$ cat src/rtl/ysyx_pkg.sv
// Shared state type, AXI constants and helpers for the ysyx bus bridges.
package ysyx_pkg;

  localparam int YSYX_XLEN = 32;

  typedef enum logic [2:0] {
    IDLE,
    RD_A,
    RD_D,
    WR_AW,
    WR_B,
    DONE
  } lsu_bus_state_t;

  localparam logic [1:0] AXI_RESP_OKAY = 2'b00;

  localparam logic [2:0] AXI_SIZE_B = 3'd0;
  localparam logic [2:0] AXI_SIZE_H = 3'd1;
  localparam logic [2:0] AXI_SIZE_W = 3'd2;

  // Unrecognised masks fall back to a full word.
  function automatic logic [2:0] strb_to_size(input logic [7:0] strb);
    case (strb)
      8'h01:   return AXI_SIZE_B;
      8'h03:   return AXI_SIZE_H;
      default: return AXI_SIZE_W;
    endcase
  endfunction

endpackage

$ cat src/rtl/ysyx_lsu_bus_lane.sv
// Store-path byte-lane placement: moves LSB-aligned data and strobe into the
// lanes selected by the low address bits. Shared with the ifu bridge.
module ysyx_lsu_bus_lane #(
  parameter int XLEN = 32
) (
  input  logic [1:0]      offset,
  input  logic [3:0]      strb_in,
  input  logic [XLEN-1:0] data_in,
  output logic [3:0]      strb_out,
  output logic [XLEN-1:0] data_out
);

  // Strobe bits pushed past lane 3 are discarded; misaligned stores are not supported.
  assign strb_out = strb_in << offset;
  assign data_out = data_in << {offset, 3'b000};

endmodule

$ cat src/rtl/ysyx_lsu_bus.sv
// LSU-to-AXI4 single-beat master bridge. Define YSYX_LSU_BUS_TIMEOUT_EN to
// enable a watchdog that forces an erroring completion after TIMEOUT_CYCLES.
//
// state | meaning
// IDLE  | waiting for a load or store request from the LSU
// RD_A  | read address presented, waiting for arready
// RD_D  | rready high, waiting for read data
// WR_AW | write address and data presented, waiting for both handshakes
// WR_B  | bready high, waiting for the write response
// DONE  | result delivered, waiting for the LSU request lines to fall
module ysyx_lsu_bus
  import ysyx_pkg::*;
#(
  parameter int XLEN           = YSYX_XLEN,
  parameter int TIMEOUT_CYCLES = 4096
) (
  input  logic            clock,
  input  logic            reset,

  input  logic [XLEN-1:0] lsu_araddr,
  input  logic            lsu_arvalid,
  input  logic [7:0]      lsu_rstrb,
  output logic [XLEN-1:0] bus_rdata,
  output logic            lsu_rvalid,

  input  logic [XLEN-1:0] lsu_awaddr,
  input  logic            lsu_awvalid,
  input  logic [XLEN-1:0] lsu_wdata,
  input  logic [7:0]      lsu_wstrb,
  input  logic            lsu_wvalid,
  output logic            lsu_wready,
  output logic            bus_err,

  output logic [XLEN-1:0] araddr,
  output logic            arvalid,
  input  logic            arready,
  output logic [2:0]      arsize,

  input  logic [XLEN-1:0] rdata,
  input  logic [1:0]      rresp,
  input  logic            rvalid,
  output logic            rready,

  output logic [XLEN-1:0] awaddr,
  output logic            awvalid,
  input  logic            awready,
  output logic [2:0]      awsize,

  output logic [XLEN-1:0] wdata,
  output logic [3:0]      wstrb,
  output logic            wvalid,
  input  logic            wready,

  input  logic [1:0]      bresp,
  input  logic            bvalid,
  output logic            bready
);

  lsu_bus_state_t  state;
  logic [3:0]      lane_wstrb;
  logic [XLEN-1:0] lane_wdata;

  logic unused_wstrb_hi;
  assign unused_wstrb_hi = ^lsu_wstrb[7:4];

`ifdef YSYX_LSU_BUS_TIMEOUT_EN
  localparam int TW = $clog2(TIMEOUT_CYCLES);
  localparam logic [TW-1:0] TMO_LAST = TW'(TIMEOUT_CYCLES - 1);
  logic [TW-1:0] tmo_cnt;
`else
  logic unused_timeout;
  assign unused_timeout = ^TIMEOUT_CYCLES;
`endif

  ysyx_lsu_bus_lane #(
    .XLEN(XLEN)
  ) u_lane (
    .offset   (lsu_awaddr[1:0]),
    .strb_in  (lsu_wstrb[3:0]),
    .data_in  (lsu_wdata),
    .strb_out (lane_wstrb),
    .data_out (lane_wdata)
  );

  always_ff @(posedge clock or negedge reset) begin
    if (!reset) begin
      state      <= IDLE;
      araddr     <= '0;
      arsize     <= AXI_SIZE_B;
      arvalid    <= 1'b0;
      rready     <= 1'b0;
      awaddr     <= '0;
      awsize     <= AXI_SIZE_B;
      awvalid    <= 1'b0;
      wdata      <= '0;
      wstrb      <= '0;
      wvalid     <= 1'b0;
      bready     <= 1'b0;
      bus_rdata  <= '0;
      lsu_rvalid <= 1'b0;
      lsu_wready <= 1'b0;
      bus_err    <= 1'b0;
`ifdef YSYX_LSU_BUS_TIMEOUT_EN
      tmo_cnt    <= '0;
`endif
    end else begin
      lsu_rvalid <= 1'b0;
      lsu_wready <= 1'b0;
      bus_err    <= 1'b0;

      case (state)
        IDLE: begin
          if (lsu_arvalid) begin
            araddr  <= lsu_araddr;
            arsize  <= strb_to_size(lsu_rstrb);
            arvalid <= 1'b1;
            state   <= RD_A;
          end else if (lsu_awvalid && lsu_wvalid) begin
            awaddr  <= lsu_awaddr;
            awsize  <= strb_to_size({4'b0000, lsu_wstrb[3:0]});
            wdata   <= lane_wdata;
            wstrb   <= lane_wstrb;
            awvalid <= 1'b1;
            wvalid  <= 1'b1;
            state   <= WR_AW;
          end
        end

        RD_A: begin
          if (arready) begin
            arvalid <= 1'b0;
            rready  <= 1'b1;
            state   <= RD_D;
          end
        end

        RD_D: begin
          if (rvalid) begin
            bus_rdata  <= rdata;
            lsu_rvalid <= 1'b1;
            bus_err    <= (rresp != AXI_RESP_OKAY);
            rready     <= 1'b0;
            state      <= DONE;
          end
        end

        WR_AW: begin
          if (awready) awvalid <= 1'b0;
          if (wready)  wvalid  <= 1'b0;
          // A channel counts as done if it already handshook or handshakes now.
          if ((awready || !awvalid) && (wready || !wvalid)) begin
            bready <= 1'b1;
            state  <= WR_B;
          end
        end

        WR_B: begin
          if (bvalid) begin
            lsu_wready <= 1'b1;
            bus_err    <= (bresp != AXI_RESP_OKAY);
            bready     <= 1'b0;
            state      <= DONE;
          end
        end

        DONE: begin
          if (!lsu_arvalid && !lsu_awvalid && !lsu_wvalid) state <= IDLE;
        end

        default: state <= IDLE;
      endcase

`ifdef YSYX_LSU_BUS_TIMEOUT_EN
      if (state == IDLE || state == DONE) begin
        tmo_cnt <= '0;
      end else if (tmo_cnt == TMO_LAST) begin
        // Give up on the slave: complete with an error and release the bus.
        arvalid <= 1'b0;
        rready  <= 1'b0;
        awvalid <= 1'b0;
        wvalid  <= 1'b0;
        bready  <= 1'b0;
        bus_err <= 1'b1;
        state   <= DONE;
        if (state == RD_A || state == RD_D) begin
          bus_rdata  <= '0;
          lsu_rvalid <= 1'b1;
          lsu_wready <= 1'b0;
        end else begin
          lsu_rvalid <= 1'b0;
          lsu_wready <= 1'b1;
        end
      end else begin
        tmo_cnt <= tmo_cnt + 1'b1;
      end
`endif
    end
  end

endmodule

$ cat config.mk
export PLATFORM = sky130hd
export DESIGN_NAME = ysyx_lsu_bus
export DESIGN_NICKNAME = d
export VERILOG_FILES = /design/src/rtl/ysyx_pkg.sv /design/src/rtl/ysyx_lsu_bus_lane.sv /design/src/rtl/ysyx_lsu_bus.sv
export SDC_FILE = /design/constraint.sdc
export NUM_CORES = 1
export LEC_CHECK = 0
export ABC_CLOCK_PERIOD_IN_PS = 2020
export CAP_MARGIN = 20
export CORE_ASPECT_RATIO = 1.4
export CORE_UTILIZATION = 40
export DETAILED_ROUTE_END_ITERATION = 12
export GPL_TIMING_DRIVEN = 0
export PLACE_DENSITY = 0.88
export SYNTH_ARGS = -nofsm -noshare
export SYNTH_HDL_FRONTEND = slang
export SYNTH_SLANG_ARGS = --single-unit
$ cat constraint.sdc
create_clock -name clock -period 2.02 [get_ports clock]
set_input_delay 0.404 -clock clock [delete_from_list [all_inputs] [get_ports clock]]
set_output_delay 0.404 -clock clock [all_outputs]
set_load 0.005 [all_outputs]
==> results by group, run 1 <==
GRT
  • First-pass GRT wire length: 28,390 um
  • Initial antenna violation count: 0
  • Largest net degree at the start of global routing: 82
  • Gr usage total: 0.2292
  • Total gr overflow: 0
  • Number of global-route vias before repair: 5,691

Clock network
  • Max Buffers Root-to-Sink: 2
  • H-tree depth: 4
  • Post_cts resized: 0
  • Worst-path clk slew: 60 ps
  • Clk sinks: 147
  • Clk root buf: clkbuf_16
  • CTS tree: yes
  • Clock Latency Late Sink: 420 ps
  • CTS buffer count: 17

Power and ir drop
  • Power Dens Cells: 1340 nW/um^2
  • Switch share: 0.3017
  • Flop pwr share: 0.368
  • P_sw: 4.088 mW
  • Power Internal: 9.462 mW
  • Peak VDD IR: 0.8028 mV
  • Leak pwr: 4.605 nW
  • Clk network pwr share: 0.239
  • Logic gate share of total power: 0.393

Floorplan
  • CORE AREA: 15,120 um^2
  • Die W: 107.5 um
  • # rows: 53
  • Number of I/O pins: 304
  • Die area: 16,090 um^2
  • Die Y: 149.7 um
  • Initial core utilization: 0.4121

Yosys
  • Synthesized area: 6231 um^2
  • Cell with the most instances after synthesis: nand2_1
  • Post-synth EDFFs: 0
  • Biggest area consumer among synthesized cells: dfrtp_1
  • Yosys top cell area share: 0.5904
  • Syn_area_per_cell: 10.21 um^2
  • Most instantiated cells after synthesis: nand2_1 (238), dfrtp_1 (147), mux2_2 (39)
  • Async S/R FF share, synth: 1.000
  • Ys flop type: dfrtp_1
  • Top post-synthesis cells by area: dfrtp_1 (59%), nand2_1 (14%), mux2_2 (7.0%)
  • YS warnings: 0
  • Yosys reg bits: 147
  • Sequential-to-total area share from yosys stat: 0.5904
  • Netlist cell types: 39
  • Synthesized instance count: 610

Layout
  • NumNets Final: 1,089
  • Share of cells above drive strength 1: 0.1176
  • N_diodes: 0
  • Fill cells: 1,174
  • Design area: 10,110 um^2
  • Area growth syn-to-layout: 62.27%

Placement
  • DP Worst Slack: -418.9 ps
  • Placed Area: 9477 um^2
  • Placer Congestion: 0.8812
  • Port-buffer cells: 297
  • Hpwl dp: 14,020 um

Min path
  • Hold depth: 2
  • Hold EP: wdata[7]$_DFFE_PN0P_
  • Min-Delay Path Class: flip-flop to flip-flop
  • Min-delay src: wdata[7]$_DFFE_PN0P_

Critical path
  • Critical path's largest stage delay: 620 ps
  • Crit-path max FO: 10
  • Reg-to-Reg End: bus_rdata[13]$_DFFE_PN0P_
  • CP max stage cell: clkbuf_1
  • WS Path Type: primary input to flip-flop
  • Worst Setup Start Kind: primary input
  • Worst EP required: 2280 ps
  • CP Cell Sequence: clkdlybuf4s50_1 -> clkbuf_1 -> clkbuf_1 -> o31ai_2
  • Worst setup EP type: flip-flop
  • Setup crit start: lsu_awaddr[1]
  • R2R Path Start: state[0]$_DFFE_PN0P_
  • Most used cell, CP: clkbuf_1
  • WP data arrival: 2130 ps
  • R2R depth: 5
  • Register-to-Register Setup Slack: 210 ps

Timing
  • Final Hold Vio Count: 0
  • Minimum clock period: 1870 ps
  • Setup violators final: 0
  • Slew Limit Fails: 0
  • Period Utilization, post-route: 0.9255
  • Unrepaired setup endpoints after global routing: false
  • Worst slew pin tran: 734.3 ps
  • Fmax: 534.9 MHz
  • Final Skew: 7.929 ps
  • Slew HR: 0.5105
  • Setup WS post-layout: 150.4 ps

Detailed routing
  • Via density: 4.934
  • Via count: 5,605
  • Routed wire per std cell: 16.24 um
  • Starting DRT DRC Count: 194
  • DRT Pass-1 Iters: 7
  • Number of remaining DRC errors: 0
  • Drt total wl: 18,450 um
  • Antenna viol nets, final: 0

Outcome
  • Outcome: completed

Job
  • Max cap viols: 0
[through the flow]
step / setup TNS, ps / hold slack, ps / instances / utilization / power (mW)
floorplan: 0 / 108.4 / 611 / - / 6.832
global placement: -802530 / 450.8 / 1100 / 0.6249 / 10.21
detailed placement: -20580 / 439.6 / 1101 / 0.6268 / 10.39
CTS: 0 / 470.4 / 1134 / 0.6669 / 13.68
global route: 0 / 495.5 / 1136 / 0.6687 / 14.36
finish: 0 / 466.4 / 1136 / 0.6687 / 13.55
[flip-flops by register name, indices dropped and copies added, names as in the netlist, 2 cells and up]
signal / cells
wstrb: 4
awsize: 2
bus_rdata: 32
awaddr: 32
wdata: 32
arsize: 2
state: 3
araddr: 32
[cells by family after synthesis]
group                  share of synthesized area
flip-flops                                0.5904
buffers and inverters                    0.03594
AND/OR/NAND/NOR                           0.1956
other                                  0.0006018
multiplexers                              0.1030
AO/OA/AOI/OAI                            0.07450
[power by group through the flow]
| stage | Clock [mW] | Sequential, mW | Combinational [mW] |
|---|---|---|---|
| 2_1_floorplan | 0 | 5.08 | 1.75 |
| 3_3_place_gp | 0 | 4.96 | 5.25 |
| 3_5_place_dp | 0 | 5.03 | 5.36 |
| 4_1_cts | 3.30 | 4.99 | 5.39 |
| 5_1_grt | 3.44 | 5.13 | 5.79 |
| 6_report | 3.24 | 4.98 | 5.33 |
[layout make-up]
| cell class | count | area (um^2) | share of cell area |
|---|---|---|---|
| sequential | 147 | 3679 | 0.3638 |
| timing repair buffer | 301 | 3039 | 0.3006 |
| multi-input combinational | 422 | 2332 | 0.2307 |
| clock buffer | 18 | 429.2 | 0.04245 |
| tap | 192 | 240.2 | 0.02376 |
| buffer | 39 | 212.7 | 0.02104 |
| clock inverter | 14 | 167.7 | 0.01658 |
| inverter | 3 | 11.26 | 0.001114 |
[per-layer routing]
layer,GRT usage,vias to the layer above,share of wire
met2,0.3949,254,0.52
met3,0.05662,45,0.065
met1,0.2568,2665,0.37
li1,-,2641,-
met5,0,-,0
met4,0.1281,0,0.043
[critical path, delay by kind of cell]
family | cells | cell delay (ps)
buf+inv | 3 | 1570
compound gates | 1 | 160
[worst max-delay path by stage]
| stage | end | slack, ps | depth (start not counted) |
|---|---|---|---|
| after floorplan | wdata[29]$_DFFE_PN0P_ | 380 | 4 |
| after global placement | araddr[24]$_DFFE_PN0P_ | -5340 | 1 |
| after detailed placement | wdata[29]$_DFFE_PN0P_ | -420 | 5 |
| after CTS | wdata[29]$_DFFE_PN0P_ | 10 | 5 |
| after global routing | wdata[16]$_DFFE_PN0P_ | 80 | 7 |
| final | wdata[14]$_DFFE_PN0P_ | 150 | 4 |
[repair_timing]
action	4_1_cts	5_1_grt
hold endpoints to repair	5	0
endpoints found under the setup margin	0	5
buffers inserted	0	2
hold buffers	1	0
[cells in the final DEF (no fill, tap or decap), types with 13 or more instances in the layout]
cell type,synthesis,final
clkdlybuf4s50_1,0,296
nand2_1,238,238
dfrtp_1,147,147
mux2_2,39,39
a21oi_1,20,20
nor2_1,19,19
mux2i_1,18,18
clkbuf_16,0,17
clkbuf_1,14,15
buf_2,14,14
nand3_1,13,13
Power figures use the tool's default switching activity.
==> run 2, diff against run 1 <==
--- a/config.mk
+++ b/config.mk
@@ -7,8 +7,10 @@
 export LEC_CHECK = 0
 export ABC_CLOCK_PERIOD_IN_PS = 2020
 export CAP_MARGIN = 20
+export CELL_PAD_IN_SITES_DETAIL_PLACEMENT = 0
+export CELL_PAD_IN_SITES_GLOBAL_PLACEMENT = 2
 export CORE_ASPECT_RATIO = 1.4
-export CORE_UTILIZATION = 40
+export CORE_UTILIZATION = 23
 export DETAILED_ROUTE_END_ITERATION = 12
 export GPL_TIMING_DRIVEN = 0
 export PLACE_DENSITY = 0.88
==> results by group, run 2 (synthesis gave the netlist of run 1 again) <==
Outcome
  • Outcome: completed

Clock network
  • Max Buffers Root-to-Sink: 2 (unchanged)
  • CTS buffer count: 17 (unchanged)
  • Clk sinks: 147 (unchanged)
  • Clock Latency Late Sink: 420 ps (about the same)
  • CTS tree: yes
  • Worst-path clk slew: 70 ps (about the same)
  • H-tree depth: 4 (unchanged)
  • Clk root buf: clkbuf_16

GRT
  • Largest net degree at the start of global routing: 101 (+23%)
  • Initial antenna violation count: 0 (unchanged)
  • First-pass GRT wire length: 32,360 um (+14%)
  • Gr usage total: 0.1554 (-0.07375)
  • Total gr overflow: 0 (unchanged)
  • Number of global-route vias before repair: 5,674 (-0.30%)

Layout
  • NumNets Final: 1,089 (unchanged)
  • Post-layout util: 0.3916 (-0.2771)
  • Share of cells above drive strength 1: 0.1197 (+0.002119)
  • N_diodes: 0 (unchanged)
  • Area growth syn-to-layout: 65.68%
  • Fin cells: 1,304 (+15%)
  • Most frequent cells in the layout: clkdlybuf4s50_1 (296), nand2_1 (238), dfrtp_1 (147), mux2_2 (39), a21oi_1 (20)
  • Commonest non-fill, non-tap cell in the layout: clkdlybuf4s50_1

Critical path
  • R2R depth: 5 (unchanged)
  • CP Cell Sequence: clkdlybuf4s50_1 -> buf_2 -> mux2i_1 -> a21oi_1 -> mux2_2
  • Worst setup EP type: flip-flop
  • Crit-path max FO: 10 (unchanged)
  • WS Path Type: primary input to flip-flop
  • Worst EP required: 2330 ps (+50 ps)
  • Worst Setup Start Kind: primary input
  • WP data arrival: 2150 ps (+20 ps)
  • Critical Path Sink: wdata[31]$_DFFE_PN0P_
  • R2R Path Start: state[0]$_DFFE_PN0P_
  • Register-to-Register Setup Slack: 230 ps (+20 ps)
  • Setup crit start: lsu_awaddr[0]
  • CP max stage cell: clkdlybuf4s50_1
  • Reg-to-Reg End: bus_rdata[1]$_DFFE_PN0P_
  • Critical path's largest stage delay: 520 ps (-100 ps)

Power and ir drop
  • Power Internal: 9.508 mW (+0.48%)
  • Flop pwr share: 0.366 (-0.002)
  • Peak VDD IR: 0.5612 mV (-30%)
  • Logic gate share of total power: 0.393 (about the same)
  • P_sw: 4.115 mW (+0.68%)
  • Leak pwr: 4.614 nW (+0.21%)
  • Switch share: 0.3021 (+0.0004087)
  • Clk network pwr share: 0.241 (+0.002)
  • Power Dens Cells: 1320 nW/um^2 (-1.5%)

Floorplan
  • Number of I/O pins: 304 (unchanged)
  • Die area: 27,760 um^2 (+73%)
  • Initial core utilization: 0.2364 (-0.1758)
  • Die Y: 196.8 um (+31%)
  • CORE AREA: 26,360 um^2 (+74%)
  • Die W: 141.1 um (+31%)
  • # rows: 70 (+32%)

Detailed routing
  • Antenna viol nets, final: 0 (unchanged)
  • Drt total wl: 21,010 um (+14%)
  • DRT Pass-1 Iters: 6 (-1)
  • Number of remaining DRC errors: 0 (unchanged)
  • Starting DRT DRC Count: 132 (-32%)
  • Via count: 5,397 (-3.7%)
  • Routed wire per std cell: 16.11 um (-0.77%)
  • Via density: 4.139 (-16%)

Timing
  • Minimum clock period: 1840 ps (-29.26 ps)
  • Final Skew: 5.299 ps (-2.630 ps)
  • Period Utilization, post-route: 0.9111 (-0.01449)
  • Setup violators final: 0 (unchanged)
  • Unrepaired setup endpoints after global routing: false
  • Slew Limit Fails: 0 (unchanged)
  • Final Hold Vio Count: 0 (unchanged)
  • Slew HR: 0.5846 (+0.07414)
  • Worst slew pin tran: 623.1 ps (-111.2 ps)
  • Fmax: 543.4 MHz (+1.6%)

Min path
  • Min-Delay Path Class: flip-flop to flip-flop

Placement
  • Placer Congestion: 0.7436 (-16%)
  • Port-buffer cells: 297 (unchanged)
  • Total instance count after detailed placement: 1,269 (+15%)
  • Hpwl dp: 15,810 um (+13%)

Job
  • Max cap viols: 0 (unchanged)
run 2: cell types whose count changed in the layout (fill, tap and decap cells not counted), sizes merged:
cell,delta
clkinv,+2
inv,-3
clkbuf,+2
clkinvlp,-1
run 2: per-layer routing:
metal	global-route usage	up-vias	wire, um
li1	-	2650	-
met2	0.2851	174	11230
met5	0	-	0
met4	0.05314	0	376
met3	0.04640	22	1247
met1	0.1679	2551	8158
run 2: through the flow:
stage	hold WS [ps]	setup WS [ps]	setup TNS, ps	instance area [um^2]	power [mW]
2_1_floorplan	108.4	382.9	0	6235	6.832
3_3_place_gp	449.0	-5994	-913910	9658	10.40
3_5_place_dp	340.2	-649.3	-37390	9691	10.47
4_1_cts	462.6	51.42	0	10320	13.87
5_1_grt	484.1	88.33	0	10320	14.53
6_report	467.1	179.7	0	10320	13.62
run 2: how the worst min path moves through the flow:
stage	startpoint	end	slack, ps	cells past startpoint
global route	lsu_awaddr[9]	awaddr[9]$_DFFE_PN0P_	480	3
CTS	reset	awaddr[12]$_DFFE_PN0P_	460	2
detailed placement	reset	awaddr[12]$_DFFE_PN0P_	340	1
finish	wdata[6]$_DFFE_PN0P_	wdata[6]$_DFFE_PN0P_	470	2
floorplan	reset	araddr[0]$_DFFE_PN0P_	110	0
global placement	wdata[6]$_DFFE_PN0P_	wdata[6]$_DFFE_PN0P_	450	2
run 2: power by group through the flow:
stage / sequential [mW] / clock, mW / combinational, mW
2_1_floorplan: 5.08 / 0 / 1.75
3_3_place_gp: 4.99 / 0 / 5.41
3_5_place_dp: 5.03 / 0 / 5.44
4_1_cts: 4.99 / 3.41 / 5.47
5_1_grt: 5.16 / 3.52 / 5.86
6_report: 4.98 / 3.29 / 5.36
run 2: final cells by class:
class / instances / area (um^2)
fill: 2634 / 16040
clock buffer: 20 / 456.7
inverter: 3 / 11.26
clock inverter: 12 / 143.9
multi-input combinational: 422 / 2337
timing repair buffer: 301 / 3030
tap: 360 / 450.4
sequential: 147 / 3679
buffer: 39 / 215.2
run 2: timing repair:
item | 4_1_cts | 5_1_grt
hold endpoints to repair | 47 | 0
hold buffers | 1 | 0
pin swaps | 1 | 0
buffers inserted | 2 | 0
resized for setup | 0 | 5
gates cloned | 0 | 0
setup endpoints to repair | 34 | 30
run 2: worst max-delay path: cells and delay by family:
family	cells	cell delay, ps
muxes	2	750
buffers and inverters	2	860
AOI/OAI and AO/OA	1	130
